<file path="config.mk">
export PLATFORM = sky130hd
export DESIGN_NAME = pipe_stage_reg
export DESIGN_NICKNAME = d
export VERILOG_FILES = /design/src/rtl/pipe_pkg.sv /design/src/rtl/pipe_stage_reg.sv
export SDC_FILE = /design/constraint.sdc
export NUM_CORES = 1
export LEC_CHECK = 0
export BUFFER_PORTS_ARGS = -buffer_cell sky130_fd_sc_hd__buf_2
export CORE_AREA = 5 5 128 130
export CTS_CLUSTER_SIZE = 8
export DETAILED_ROUTE_END_ITERATION = 7
export DIE_AREA = 0 0 133 135
export PLACE_DENSITY = 0.7
export SYNTH_ARGS = -nofsm -noshare
export SYNTH_HDL_FRONTEND = slang
export SYNTH_SLANG_ARGS = --single-unit
</file>
<file path="constraint.sdc">
create_clock -name clk -period 2.9 [get_ports clk]
set_clock_uncertainty 0.05 [all_clocks]
set_input_delay 0.145 -clock clk [delete_from_list [all_inputs] [get_ports clk]]
set_output_delay 0.145 -clock clk [all_outputs]
set_load 0.01 [all_outputs]
</file>
<file path="src/rtl/pipe_pkg.sv">
// Shared constants for the MIPS inter-stage pipeline registers.
package pipe_pkg;

  localparam int unsigned DEFAULT_DATA_W = 32;
  localparam int unsigned DEFAULT_TNEW_W = 2;

  localparam logic [31:0] NOP_INSTR = 32'h0000_0000;

  // Payload channel indices as used by the D->E register.
  localparam int unsigned CH_RS  = 0;
  localparam int unsigned CH_RT  = 1;
  localparam int unsigned CH_IMM = 2;

endpackage

</file>
<file path="src/rtl/pipe_stage_reg.sv">
// Generic inter-stage pipeline register with stall (hold), flush (bubble),
// Tnew countdown and a saturating consecutive-stall counter.
module pipe_stage_reg
  import pipe_pkg::*;
#(
  parameter int unsigned       DATA_W           = DEFAULT_DATA_W,
  parameter int unsigned       NUM_CH           = 3,
  parameter int unsigned       TNEW_W           = DEFAULT_TNEW_W,
  parameter int unsigned       STALL_CNT_W      = 8,
  parameter logic [DATA_W-1:0] RESET_PC         = '0,
  parameter bit                KEEP_PC_ON_FLUSH = 1'b1
) (
  input  logic                     clk,
  input  logic                     reset,
  input  logic                     stall,
  input  logic                     flush,
  input  logic                     in_valid,
  input  logic [DATA_W-1:0]        in_instr,
  input  logic [DATA_W-1:0]        in_pc,
  input  logic [NUM_CH*DATA_W-1:0] in_ch,
  input  logic [TNEW_W-1:0]        in_tnew,
  output logic                     out_valid,
  output logic [DATA_W-1:0]        out_instr,
  output logic [DATA_W-1:0]        out_pc,
  output logic [NUM_CH*DATA_W-1:0] out_ch,
  output logic [TNEW_W-1:0]        out_tnew,
  output logic [STALL_CNT_W-1:0]   out_stall_cnt
);

  localparam int unsigned CH_W = NUM_CH * DATA_W;

  function automatic logic [TNEW_W-1:0] sat_dec(input logic [TNEW_W-1:0] t);
    return (t == '0) ? '0 : t - TNEW_W'(1);
  endfunction

  logic                   valid_d, valid_q;
  logic [DATA_W-1:0]      instr_d, instr_q;
  logic [DATA_W-1:0]      pc_d, pc_q;
  logic [CH_W-1:0]        ch_d, ch_q;
  logic [TNEW_W-1:0]      tnew_d, tnew_q;
  logic [STALL_CNT_W-1:0] stall_cnt_d, stall_cnt_q;

  // A flushed slot and an invalid upstream slot both carry a bubble payload.
  logic bubble;
  always_comb begin
    bubble = flush || !in_valid;
  end

  always_comb begin
    valid_d = valid_q;
    if (!stall) valid_d = flush ? 1'b0 : in_valid;
  end

  always_comb begin
    instr_d = instr_q;
    if (!stall) instr_d = bubble ? DATA_W'(NOP_INSTR) : in_instr;
  end

  // pc follows upstream even for bubbles so exceptions can locate the slot.
  always_comb begin
    pc_d = pc_q;
    if (!stall) pc_d = (flush && !KEEP_PC_ON_FLUSH) ? '0 : in_pc;
  end

  always_comb begin
    ch_d = ch_q;
    if (!stall) ch_d = bubble ? '0 : in_ch;
  end

  always_comb begin
    tnew_d = tnew_q;
    if (!stall) tnew_d = bubble ? '0 : sat_dec(in_tnew);
  end

  always_comb begin
    stall_cnt_d = '0;
    if (stall) begin
      stall_cnt_d = (stall_cnt_q == '1) ? stall_cnt_q : stall_cnt_q + STALL_CNT_W'(1);
    end
  end

  always_ff @(posedge clk) begin
    if (reset) valid_q <= 1'b0;
    else       valid_q <= valid_d;
  end

  always_ff @(posedge clk) begin
    if (reset) instr_q <= '0;
    else       instr_q <= instr_d;
  end

  always_ff @(posedge clk) begin
    if (reset) pc_q <= RESET_PC;
    else       pc_q <= pc_d;
  end

  always_ff @(posedge clk) begin
    if (reset) ch_q <= '0;
    else       ch_q <= ch_d;
  end

  always_ff @(posedge clk) begin
    if (reset) tnew_q <= '0;
    else       tnew_q <= tnew_d;
  end

  always_ff @(posedge clk) begin
    if (reset) stall_cnt_q <= '0;
    else       stall_cnt_q <= stall_cnt_d;
  end

  assign out_valid     = valid_q;
  assign out_instr     = instr_q;
  assign out_pc        = pc_q;
  assign out_ch        = ch_q;
  assign out_tnew      = tnew_q;
  assign out_stall_cnt = stall_cnt_q;

endmodule

</file>
-- After elaboration in Yosys (flattened, before gate mapping)
Index checks and enable logic that the tools add are counted.
- equal/unequal tests: 1
- $add $sub $neg: 2
- magnitude comparators: 0
- shifts and indexed selects: 0
- divide/modulo/power cells: 0
- reduce and logical (&&, ||, !) cells: 4
- bitwise logic cells: 1
- multiplexer cells: 5
- multipliers: 0
- operator list (operator ; count):
    96-bit 2-to-1 mux ; 1
    32-bit 2-to-1 mux ; 1
    8-bit by 1-bit adder with 8-bit output (second input constant) ; 1
    8-bit == test (second input constant) ; 1
    2-bit 2-to-1 mux ; 2
    2-bit zero test ; 1
    2-bit OR reduction ; 1
    2-bit by 1-bit subtractor with 2-bit output (second input constant) ; 1
    1-bit zero test ; 1
    1-bit logical OR ; 1
    1-bit 2-to-1 mux ; 1
    1-bit inverter ; 1
- output and inout bits: 171
- word-level logic and storage cells: 19
- input port bits: 167
- register bits: 171
- memories: 0
- memory bits (read-only): 0
- RAM bits: 0
- bits in latches: 0

-- Longest topological paths before layout
- word-level depth: 3
- gate-level depth with buffers: 7
- depth with buffers taken out: 4

-- Worst setup path before layout
OpenSTA, ideal clock, no wires.
- kind: register to register
- start: register stall_cnt_q[0] (netlist: out_stall_cnt[0])
- end: register stall_cnt_q[5] (netlist: out_stall_cnt[5])
- setup slack: 1616 ps
- data arrival time: 1112 ps
- path buffers: 0
- period minus slack after synthesis: 1284 ps
- library setup time: 122 ps
- stages on the path, launching flop included: 5
- data required time: 2728 ps
- cells stage by stage: dfxtp_1 > ha_1 > and4_1 > a211oi_1 > nor3_1
- cells in the longest elaborated chain, start to end: 1
- elaborated cells on any way between the ends: 2
- those cells by class: add/sub: 1; eq/ne: 1
- RTL lines (item ; line ; source):
    start: declaration ; pipe_stage_reg.sv:41 ; logic [STALL_CNT_W-1:0] stall_cnt_d, stall_cnt_q;
    start signal: assignment ; pipe_stage_reg.sv:109 ; else stall_cnt_q <= stall_cnt_d;
    8-bit by 1-bit adder with 8-bit output / 8-bit == test (equally long branches) ; pipe_stage_reg.sv:78 ; stall_cnt_d = (stall_cnt_q == '1) ? stall_cnt_q : stall_cnt_q + STALL_CNT_W'(1);
Parallel ways exist; a longest one is shown, timed or not.
A chain may end at the register's enable or synchronous reset.

==> metrics.yaml <==
yosysSeqAreaShare_pct: 63.0
r2r_setup_slack_ns: 1.48
drive_gt1_share_pct: 39.9
syn_avg_cell_area_um2: 12.2
hold_violations: 0
p_per_area_mw_per_mm2: 560
leakagePower_nw: 4.72
synth.distinct_cells: 28
drtIter0Drc: 261
min_period_ns: 1.63
dp_cells: 937
cp_data_required_time_ns: 3.21
max_freq_mhz: 615
yosysWarnings: 0
crit_arrival_ns: 1.94
clock_latency_ns: 0.42
die_w_um: 133
hpwl_um: 11600
postCtsSetupBuffers: 0
worst-path-buf-inv: 3
path_cells: "buf_2 > nor4b_4 > buf_12 > nand2_1 > o21ai_1 > dlygate4sd3_1"
gp_congestion: 0.777
critical_path_class: "in2reg"
slowest_delay_ns: 0.55
worstPathMaxFanout: 100
grt_overflow: 0
cts.htree.levels: 4
ir_worst_vdd_mv: 0.502
cts-root-buf: "clkbuf_16"
grt_pass1_vias: 5766
grt_first_pass_wirelength_um: 30100
grt_start_max_net_pins: 101
antenna_found_initial: 0
first_pass_iters: 4
ioPinCount: 338
drc_errors: 0
numPortBuffers: 337
period_share_pct: 56.1
setup_violations: 0
cap_violations: 0
hold_path.class: "in2reg"
cts-buffers-inserted: 17
cts_tree: "yes"
initial_utilization_pct: 36.1
hold_slack_ns: 0.0304
vias_per_cell: 4.91
cp-start-kind: "primary input"
slowest_stage: "dlygate4sd3_1"
syn-instance-count: 445
area_growth_pct: 74.1
antenna_cells: 0
path_clk_slew_ns: 0.07
synth_flop_cell: "dfxtp_1"
power_mw: 5.30
syn-num-nets: 613
nNetsFinal: 1099
wl_um: 19700
rows: 45
via_count: 5554
die_y_um: 135
finalSetupTns_ns: 0
core_mm2: 0.0150
die-area_mm2: 0.0180
critPathTopFamily: "buffers and inverters"
cts.sinks: 171
async_flop_share_pct: 0
rsz0062_at_grt: "false"
status: "completed"
synth-edff-count: 0
final_core_util_pct: 62.9
synth-seq-cells: 171
end_kind: "flip-flop"
antenna_left: 0
tightest_slew_ns: 0.784
clockBufferDepth: 2
finalMaxSlewViolations: 0
post_drt_wl_per_cell_um: 17.4
syn-cell-area_mm2: 0.00543
finalNonFillerCells: 1132
gr-usage-all-layers_pct: 20.9
nFillCells: 1094
maxSlewHeadroom_pct: 47.7
[layout make-up]
class / instances / area [µm²] / area share [%]
Timing Repair Buffer: 506 / 3380 / 35.7
Clock buffer: 18 / 439 / 4.64
Tap cell: 188 / 235 / 2.49
Inverter: 1 / 3.75 / 0.0397
Clock inverter: 14 / 150 / 1.59
Sequential cell: 171 / 3420 / 36.2
Multi-Input combinational cell: 234 / 1830 / 19.4
[stage by stage]
| step | cell area (µm²) | setup WS (ns) |
|---|---|---|
| floorplan | 5430 | 1.62 |
| global placement | 7240 | 1.35 |
| detailed placement | 7240 | 1.34 |
| CTS | 9460 | 1.29 |
| global route | 9460 | 1.19 |
| finish | 9460 | 1.27 |
[layout by cell type (no fill, tap or decap)]
cell,netlist,layout
inv_6,0,5
a21o_1,1,1
clkinv_2,0,1
a31oi_1,3,3
nand3_1,5,5
inv_1,1,1
nand4_1,2,2
nor3b_1,1,1
nor2b_4,0,1
nor3_1,5,5
bufinv_16,0,1
nor4_1,1,1
clkinvlp_4,0,2
ha_1,1,1
nand2b_1,1,1
a21oi_1,4,4
and3_1,3,3
o21ai_0,5,5
nor2_1,32,32
buf_12,0,1
a21boi_0,1,1
nor4b_4,1,1
dfxtp_1,171,171
inv_8,0,5
clkbuf_16,0,17
dlygate4sd3_1,0,163
buf_2,21,337
a211oi_1,1,1
nand2_1,3,3
o21ai_1,1,1
buf_4,2,5
and4_1,1,1
mux2i_1,32,32
clkbuf_8,0,1
a32o_1,1,1
a22o_1,128,128
[state kept, by name, summed over array words and instances, names as in the netlist]
| name | flops |
|---|---|
| out_ch | 96 |
| out_instr | 32 |
| out_pc | 32 |
| out_stall_cnt | 8 |
| out_tnew | 2 |
| out_valid | 1 |
[cells in the mapped netlist, drive strengths merged (2+ instances only)]
cell type	n	area (µm²)
nand4	2	12.5
buf	23	120
dfxtp	171	3420
a22o	128	1120
and3	3	18.8
nand3	5	25.0
a31oi	3	18.8
clkbuf	16	60.1
nor3	5	25.0
nand2	3	11.3
mux2i	32	320
o21ai	6	30.0
nor2	32	120
a21oi	4	20.0
[final timing paths]
| kind | from | to | cells past startpoint |
|---|---|---|---|
| hold reg to reg | out_valid$_SDFFE_PP0N_ | out_valid$_SDFFE_PP0N_ | 1 |
| setup reg to reg | out_stall_cnt[0]$_SDFFE_PP0P_ | out_stall_cnt[6]$_SDFFE_PP0P_ | 4 |
| setup / recovery | stall | out_tnew[0]$_SDFFE_PP0N_ | 6 |
| hold / removal | reset | out_pc[5]$_SDFFE_PP0N_ | 2 |
[routing by layer]
layer / global-route usage (%) / vias to the layer above / share of wire (%)
met3: 7.90 / 43 / 8.9
met2: 36.2 / 297 / 50
met4: 8.37 / 0 / 2.6
li1: - / 2638 / -
met5: 0 / - / 0
met1: 23.3 / 2576 / 39
[what timing repair did]
item | 4_1_cts | 5_1_grt
gates resized for setup | 0 | 0
hold buffers | 163 | 0
hold endpoints to repair | 162 | 0
[kinds of logic after synthesis]
group	share of synthesized area, %
buf+inv	3.38
mux	5.89
flops	63.0
simple gates	5.00
fa+ha+maj	0.230
compound gates	22.5
[where the power goes]
part	total [mW]	switching (mW)	internal, mW
sequential	2.46	0.0398	2.42
clock	2.26	1.02	1.25
combinational	0.575	0.237	0.338
total	5.30	1.29	4.01
[worst reg2reg max path: cells and delay by family, from the launching register on]
| family | cells | cell delay [ns] |
|---|---|---|
| compound gates | 1 | 0.10 |
| fa+ha+maj | 1 | 0.28 |
| flops | 1 | 0.40 |
| simple gates | 2 | 0.51 |
No activity file was read; power rests on OpenSTA's default activity.
